**src/rtl/pll_reset_seq.sv**
```systemverilog
// Holds the PLL clock domain in reset until lock has been stable and a hold time has elapsed,
// then runs microsecond/millisecond enable ticks. Outputs are registered from next-state.
module pll_reset_seq #(
    parameter int CLK_MHZ     = 20,
    parameter int LOCK_FILTER = 16,
    parameter int HOLD_CYCLES = 1024,
    parameter int MS_DIV      = 1000
) (
    input  logic clock,
    input  logic reset,
    input  logic pll_lock,
    output logic out_reset,
    output logic ready,
    output logic tick_us,
    output logic tick_ms
);

    localparam int FW = (LOCK_FILTER > 1) ? $clog2(LOCK_FILTER) : 1;
    localparam int HW = (HOLD_CYCLES > 1) ? $clog2(HOLD_CYCLES) : 1;
    localparam int UW = (CLK_MHZ     > 1) ? $clog2(CLK_MHZ)     : 1;
    localparam int MW = (MS_DIV      > 1) ? $clog2(MS_DIV)      : 1;

    localparam logic [FW-1:0] FILT_MAX = FW'(LOCK_FILTER - 1);
    localparam logic [HW-1:0] HOLD_MAX = HW'(HOLD_CYCLES - 1);
    localparam logic [UW-1:0] US_MAX   = UW'(CLK_MHZ - 1);
    localparam logic [MW-1:0] MS_MAX   = MW'(MS_DIV - 1);

    typedef enum logic [1:0] {
        ST_RESET     = 2'd0,
        ST_WAIT_LOCK = 2'd1,
        ST_HOLD      = 2'd2,
        ST_RUN       = 2'd3
    } state_t;

    state_t        r_state;
    state_t        w_state_nxt;
    logic          r_sync1;
    logic          r_sync2;
    logic          w_lock_s;
    logic [FW-1:0] r_filt_cnt;
    logic [FW-1:0] w_filt_nxt;
    logic [HW-1:0] r_hold_cnt;
    logic [HW-1:0] w_hold_nxt;
    logic [UW-1:0] r_us_cnt;
    logic [UW-1:0] w_us_nxt;
    logic [MW-1:0] r_ms_cnt;
    logic [MW-1:0] w_ms_nxt;
    logic          w_tick_us_nxt;
    logic          w_tick_ms_nxt;
    logic          r_out_reset;
    logic          r_ready;
    logic          r_tick_us;
    logic          r_tick_ms;

    // pll_lock is asynchronous to clock; two flops before anything looks at it.
    always_ff @(posedge clock or posedge reset) begin
        if (reset) begin
            r_sync1 <= 1'b0;
            r_sync2 <= 1'b0;
        end else begin
            r_sync1 <= pll_lock;
            r_sync2 <= r_sync1;
        end
    end

    assign w_lock_s = r_sync2;

    always_ff @(posedge clock or posedge reset) begin
        if (reset) begin
            r_state     <= ST_RESET;
            r_filt_cnt  <= '0;
            r_hold_cnt  <= '0;
            r_us_cnt    <= '0;
            r_ms_cnt    <= '0;
            r_tick_us   <= 1'b0;
            r_tick_ms   <= 1'b0;
            r_out_reset <= 1'b1;
            r_ready     <= 1'b0;
        end else begin
            r_state     <= w_state_nxt;
            r_filt_cnt  <= w_filt_nxt;
            r_hold_cnt  <= w_hold_nxt;
            r_us_cnt    <= w_us_nxt;
            r_ms_cnt    <= w_ms_nxt;
            r_tick_us   <= w_tick_us_nxt;
            r_tick_ms   <= w_tick_ms_nxt;
            r_out_reset <= (w_state_nxt != ST_RUN);
            r_ready     <= (w_state_nxt == ST_RUN);
        end
    end

    // Tick counters default to 0 so they are held cleared in every state but RUN.
    always_comb begin
        w_state_nxt   = r_state;
        w_filt_nxt    = r_filt_cnt;
        w_hold_nxt    = r_hold_cnt;
        w_us_nxt      = '0;
        w_ms_nxt      = '0;
        w_tick_us_nxt = 1'b0;
        w_tick_ms_nxt = 1'b0;

        case (r_state)
            ST_RESET: begin
                w_state_nxt = ST_WAIT_LOCK;
                w_filt_nxt  = '0;
                w_hold_nxt  = '0;
            end

            ST_WAIT_LOCK: begin
                if (!w_lock_s) begin
                    w_filt_nxt = '0;
                end else if (r_filt_cnt == FILT_MAX) begin
                    w_state_nxt = ST_HOLD;
                    w_hold_nxt  = '0;
                end else begin
                    w_filt_nxt = r_filt_cnt + FW'(1);
                end
            end

            ST_HOLD: begin
                if (!w_lock_s) begin
                    w_state_nxt = ST_WAIT_LOCK;
                    w_filt_nxt  = '0;
                end else if (r_hold_cnt == HOLD_MAX) begin
                    w_state_nxt = ST_RUN;
                end else begin
                    w_hold_nxt = r_hold_cnt + HW'(1);
                end
            end

            ST_RUN: begin
                // Lock loss takes priority over a tick wrap on the same edge.
                if (!w_lock_s) begin
                    w_state_nxt = ST_WAIT_LOCK;
                    w_filt_nxt  = '0;
                    w_hold_nxt  = '0;
                end else if (r_us_cnt == US_MAX) begin
                    w_tick_us_nxt = 1'b1;
                    if (r_ms_cnt == MS_MAX) begin
                        w_tick_ms_nxt = 1'b1;
                    end else begin
                        w_ms_nxt = r_ms_cnt + MW'(1);
                    end
                end else begin
                    w_us_nxt = r_us_cnt + UW'(1);
                    w_ms_nxt = r_ms_cnt;
                end
            end

            default: begin
                w_state_nxt = ST_RESET;
            end
        endcase
    end

    assign out_reset = r_out_reset;
    assign ready     = r_ready;
    assign tick_us   = r_tick_us;
    assign tick_ms   = r_tick_ms;

endmodule

```
**config.mk**
```make
export PLATFORM = sky130hd
export DESIGN_NAME = pll_reset_seq
export DESIGN_NICKNAME = d
export VERILOG_FILES = /design/src/rtl/pll_reset_seq.sv
export SDC_FILE = /design/constraint.sdc
export NUM_CORES = 1
export LEC_CHECK = 0
export BUFFER_PORTS_ARGS = -buffer_cell sky130_fd_sc_hd__buf_2
export CAP_MARGIN = 10
export CELL_PAD_IN_SITES_DETAIL_PLACEMENT = 1
export CELL_PAD_IN_SITES_GLOBAL_PLACEMENT = 1
export CORE_MARGIN = 10
export CORE_UTILIZATION = 43
export CTS_CLUSTER_DIAMETER = 50
export CTS_CLUSTER_SIZE = 28
export DETAILED_ROUTE_END_ITERATION = 10
export PLACE_DENSITY = 0.74
export SLEW_MARGIN = 10
export SYNTH_ARGS = -nofsm -noshare
export SYNTH_HDL_FRONTEND = slang
export SYNTH_SLANG_ARGS = --single-unit
```
**constraint.sdc**
```tcl
create_clock -name clock -period 1.5 [get_ports clock]
set_input_delay 0.3 -clock clock [delete_from_list [all_inputs] [get_ports clock]]
set_output_delay 0.3 -clock clock [all_outputs]
set_load 0.01 [all_outputs]
```
==> results of run 1 <==
## cells by family after synthesis
family	count (synthesis)
fa+ha+maj	4
mux	4
compound gates	45
simple gates	81
xor+xnor	8
flops	37
buf+inv	12
## critical path: stages, from the launching register on
cell,delay (ns)
dfrtp_1,0.37
ha_2,0.19
and4_4,0.24
o221a_4,0.22
a21boi_4,0.24
mux2i_1,0.28
## per-layer routing
layer,GRT usage,vias up,part of all wire
met5,0,-,0
met2,0.2752,18,0.53
met3,0.03752,17,0.025
met4,0.04566,0,0.029
met1,0.1762,861,0.41
li1,-,789,-
## stage by stage
step	util	std cells	hold slack, ns	power [mW]	instance area [µm²]
finish	0.6087	292	0.03988	1.993	2614
global route	0.6087	292	0.04555	2.069	2614
floorplan	-	191	0.3312	1.064	1912
global placement	0.5149	272	0.3365	1.092	2211
CTS	0.5772	286	0.04151	2.008	2479
detailed placement	0.5149	272	0.3363	1.097	2211
## area by class of cell
| class | count | share of cell area |
|---|---|---|
| Tap cell | 52 | 0.02489 |
| Clock buffer | 6 | 0.03159 |
| Timing Repair Buffer | 47 | 0.1369 |
| Sequential cell | 37 | 0.3571 |
| Clock inverter | 2 | 0.01436 |
| Inverter | 6 | 0.008617 |
| Multi-Input combinational cell | 142 | 0.4265 |
## flip-flops by register name, summed over array words and instances (netlist names)
register	flops
r_ms_cnt	10
out_reset	1
r_sync1	1
r_filt_cnt	4
tick_us	1
ready	1
r_hold_cnt	10
r_us_cnt	5
r_state	2
tick_ms	1
r_sync2	1
## layout by cell type (no fill, tap or decap), types with 3 or more instances in the layout
cell,Yosys,routed
buf_2,3,6
clkbuf_8,0,6
a21oi_1,12,7
nand4_1,6,6
xnor2_1,6,5
dfrtp_2,0,5
a21oi_2,0,5
a31oi_1,4,4
o21ai_0,11,7
dfrtp_1,36,31
nor2b_1,3,3
nor2_1,20,20
nand3_1,9,6
nand2_1,15,13
nor3_1,7,5
buf_4,0,38
inv_1,6,6
nand3_2,1,3
mux2i_1,3,3
## worst min path at each step
stage	start	end	slack [ns]	cells past startpoint
4_1_cts	reset	r_hold_cnt[7]	0.04	3
5_1_grt	reset	r_hold_cnt[4]	0.05	3
2_1_floorplan	r_sync1	r_sync2	0.33	0
6_report	reset	r_us_cnt[4]	0.04	3
3_3_place_gp	r_sync1	r_sync2	0.34	0
3_5_place_dp	r_sync1	r_sync2	0.34	0
## timing repair
action	in CTS	in global routing
pin swaps	10	7
setup buffers	6	7
gates resized for setup	21	25
setup endpoints to repair	18	21
## power by group through the flow
stage | sequential [mW] | combinational [mW] | clock (mW)
floorplan | 1.03 | 0.0310 | 0
global placement | 1.03 | 0.0594 | 0
detailed placement | 1.03 | 0.0632 | 0
CTS | 1.01 | 0.0673 | 0.927
global route | 1.02 | 0.0794 | 0.974
finish | 1.01 | 0.0707 | 0.908
==> results.yml, run 1 <==
sta:
  final-setup-viol-count: 11
  slew-limit-headroom: 0.7944
  setup_tns_ns: -0.7374
  max_freq_mhz: 611.3
  slew_violations: 0
  worst_slew_pin_slew_ns: 0.3078
  finalClockSkew_ns: 0.01067
  hold_viol_final: 0
  fin_crit_sh: 1.091
  fin_crit_ns: 1.636
  rsz0062_at_grt: "true"
  fin_ws_ns: -0.1358
run_status:
  failed_checks: "setup timing"
  outcome: "finished with violations"
worst_setup_path:
  worstRegToRegCells: 5
  arrival_ns: 1.84
  worstSetupPathType: "reg2reg"
  cp-start-kind: "flop"
  cp.required_ns: 1.70
  rr_startpoint: "r_filt_cnt[1]"
  r2r_slack_ns: -0.14
  crit_end: "r_hold_cnt[1]"
  crit_start: "r_filt_cnt[1]"
  path_max_fanout: 3
  worstReg2RegEnd: "r_hold_cnt[1]"
  end_kind: "flop"
global_routing:
  globalRouteTotalUtil: 0.1540
  grt_pass1_vias: 1855
  antenna_found_initial: 0
  gr-total-overflow: 0
  grt_first_pass_wirelength_um: 9232
  grt_max_degree: 38
drt:
  wl_per_cell_um: 19.90
  drc_errors: 0
  ant_nets: 0
  viasPerCell: 5.771
  routed_wirelength_um: 5812
  firstDrtPassIters: 4
  vias: 1685
  drt_iter0_drc: 34
power:
  combPwrFrac: 0.035
  switching_share: 0.2087
  p_clk_frac: 0.455
  power_frac_seq: 0.509
  ir_worst_vdd_uv: 817.3
  switchingPower_mw: 0.4160
  power_density_mw_per_mm2: 762.6
  internal_power_mw: 1.577
  leakage_nw: 1.071
clocking:
  cts.clk_slew.worst_paths_ns: 0.08
  cts-root-buf: "clkbuf_8"
  clock_sinks: 37
  worstSkewPairLatency_ns: 0.29
  holdBufCountCts: 0
  cts.path.max_buffers: 2
  cts_tree: "done"
  cts_max_level: 2
  numCtsBuffers: 5
synth:
  ys.flop_type: "dfrtp_1"
  synth_top_area_cell: "dfrtp_1"
  synth_xor_area_frac: 0.03701
  yosys.area_share.simple: 0.2300
  avgSynthCellArea_um2: 9.911
  syn_nets: 198
  yosysMostFrequentCell: "dfrtp_1"
  synth_compound_area_frac: 0.1692
  synth.area.mux_share: 0.02181
  synth_top_area_share: 0.4759
  synth_cell_types: 51
  ys_top_cells_by_area: "dfrtp_1 48%, nor2_1 4.0%, a21oi_1 3.2%"
  synth_sequential_area_ratio: 0.4898
  synth_top_family_by_area: "simple AND/OR/NAND/NOR gates"
  synth_enable_flop_cells: 0
  synthArstFlopShare: 1.000
  ys_ff_latch: 37
  synthTopCellsByCount: "36 x dfrtp_1, 20 x nor2_1, 15 x nand2_1"
  netlist_area_mm2: 0.001893
  yosysWarnings: 0
  synth_cells: 191
  yosys.area_share.adder: 0.02644
cells_and_area:
  n_antenna_cell: 0
  seqCellArea_um2: 933.4
  num-fill-cells: 474
  area_delta_synth_final_pct: 38.07
  drive_gt1_frac: 0.4167
  multiInputGateArea_mm2: 0.001115
  nNetsFinal: 246
place:
  preCtsSetupSlack_ns: -0.1171
  dpl.hpwl_um: 3603
  io_buffers: 6
  gp_congestion: 0.8753
min_path:
  hold_path_class: "in2async"
die:
  num_rows: 24
  io_pins: 7
  die_area_mm2: 0.007456
  core_area_mm2: 0.004294
  die_y_um: 86.35
  die_w_um: 86.35
  initial_core_util: 0.4409
run:
  cap_violations: 0
(Power assumes the default switching activity.)
==> run 2, diff against run 1 <==
Settings changed: CORE_UTILIZATION 43 to 45.
Clock period 1.5 ns to 1.8 ns, I/O delays scaled along.
==> results.yml, run 2 (synthesis results as in run 1) <==
clocking:
  clock_sinks: 37
  cts-root-buf: "clkbuf_8"
  cts.path.max_buffers: 2
  cts_max_level: 2
  cts_tree: "done"
  numCtsBuffers: 5
  holdBufCountCts: 0
  cts.clk_slew.worst_paths_ns: 0.08
  worstSkewPairLatency_ns: 0.30
power:
  power_mw: 1.542
  power_density_mw_per_mm2: 708.0
  leakage_nw: 0.8773
  ir_worst_vdd_uv: 322.6
cells_and_area:
  reg_top3: "r_hold_cnt (10), r_ms_cnt (10), r_us_cnt (5)"
  area_delta_synth_final_pct: 15.07
  final_cell_count_no_fill: 260
  final_common_cell: "dfrtp_1"
  nNetsFinal: 216
  n_antenna_cell: 0
  drive_gt1_frac: 0.2000
  layout_common_cells: "35 x dfrtp_1, 20 x nor2_1, 15 x nand2_1, 12 x a21oi_1"
sta:
  hold_viol_final: 0
  fin_crit_ns: 1.695
  fin_crit_sh: 0.9419
  slew-limit-headroom: 0.6496
  slew_violations: 0
  finalClockSkew_ns: 0.009940
  holdWs_ns: 0.09426
  final-setup-viol-count: 0
  max_freq_mhz: 589.8
  setup_tns_ns: 0
  rsz0062_at_grt: "false"
  worst_slew_pin_slew_ns: 0.5250
worst_setup_path:
  r2r_slack_ns: 0.10
  end_kind: "flop"
  path_max_fanout: 6
  rr_startpoint: "r_filt_cnt[0]"
  worstSetupPathType: "reg2reg"
  worstRegToRegCells: 5
  cp.required_ns: 2.01
  arrival_ns: 1.91
  cp-start-kind: "flop"
  worstReg2RegEnd: "r_hold_cnt[1]"
place:
  io_buffers: 6
  dp.cells: 251
  dpl.hpwl_um: 3100
  gp_congestion: 0.7855
die:
  initial_core_util: 0.4699
  die_y_um: 84.86
  die_w_um: 84.86
  core_area_mm2: 0.004029
  io_pins: 7
  die_area_mm2: 0.007201
  num_rows: 23
global_routing:
  grt_max_degree: 27
  grt_pass1_vias: 1667
  globalRouteTotalUtil: 0.1260
  antenna_found_initial: 0
  gr-total-overflow: 0
  grt_first_pass_wirelength_um: 7569
drt:
  wl_per_cell_um: 16.73
  routed_wirelength_um: 4350
  vias: 1520
  drt_iter0_drc: 46
  firstDrtPassIters: 4
  ant_nets: 0
  viasPerCell: 5.846
  drc_errors: 0
run:
  cap_violations: 0
run_status:
  outcome: "finished, final reports clean"
min_path:
  hold_path_class: "in2async"
-- run 2: area by class of cell --
type | instances | area, µm²
fill | 472 | 1851
clock buffer | 7 | 96.34
multi-input combinational | 142 | 938.4
tap | 50 | 62.56
inverter | 6 | 22.52
sequential | 37 | 928.4
clock inverter | 1 | 5.005
timing repair buffer | 17 | 125.1
-- run 2: power breakdown --
part | total (mW) | internal (mW) | leakage [nW] | switching, mW
Sequential | 0.847 | 0.839 | 0.500 | 0.00858
Clock | 0.649 | 0.346 | 0.0542 | 0.303
Combinational | 0.0463 | 0.0181 | 0.323 | 0.0281
-- run 2: layer usage --
metal | track usage | wire, µm | vias up
met2 | 0.2217 | 2296 | 10
met3 | 0.03537 | 104 | 6
met1 | 0.1395 | 1881 | 769
li1 | - | - | 735
met4 | 0.05090 | 68 | 0
met5 | 0 | 0 | -
-- run 2: how the worst max path moves through the flow --
stage | from | to | cells after the start
3_3_place_gp | r_filt_cnt[0] | r_hold_cnt[1] | 5
2_1_floorplan | r_filt_cnt[0] | r_hold_cnt[9] | 5
4_1_cts | r_filt_cnt[0] | r_hold_cnt[1] | 5
6_report | r_filt_cnt[0] | r_hold_cnt[1] | 5
5_1_grt | r_filt_cnt[0] | r_hold_cnt[1] | 5
3_5_place_dp | r_filt_cnt[0] | r_hold_cnt[1] | 5
-- run 2: critical path, stage by stage, from the launching register on --
cell and delay (ns):
dfrtp_2 0.41, ha_2 0.23, and4_1 0.27, o221a_4 0.24, a21boi_4 0.26, mux2i_1 0.21
-- run 2: what timing repair did --
| item | 4_1_cts | 5_1_grt |
|---|---|---|
| setup buffers | 0 | 1 |
| gates resized for setup | 0 | 6 |
| setup endpoints to repair | 0 | 13 |
-- run 2: through the flow --
stage                     setup slack [ns]  utilization  cell area [µm²]
after floorplan                     0.1839            -             1893
after global placement              0.1268       0.5081             2047
after detailed placement           0.06500       0.5081             2047
after CTS                          0.01739       0.5332             2148
after global routing              0.009111       0.5407             2178
final                               0.1046       0.5407             2178
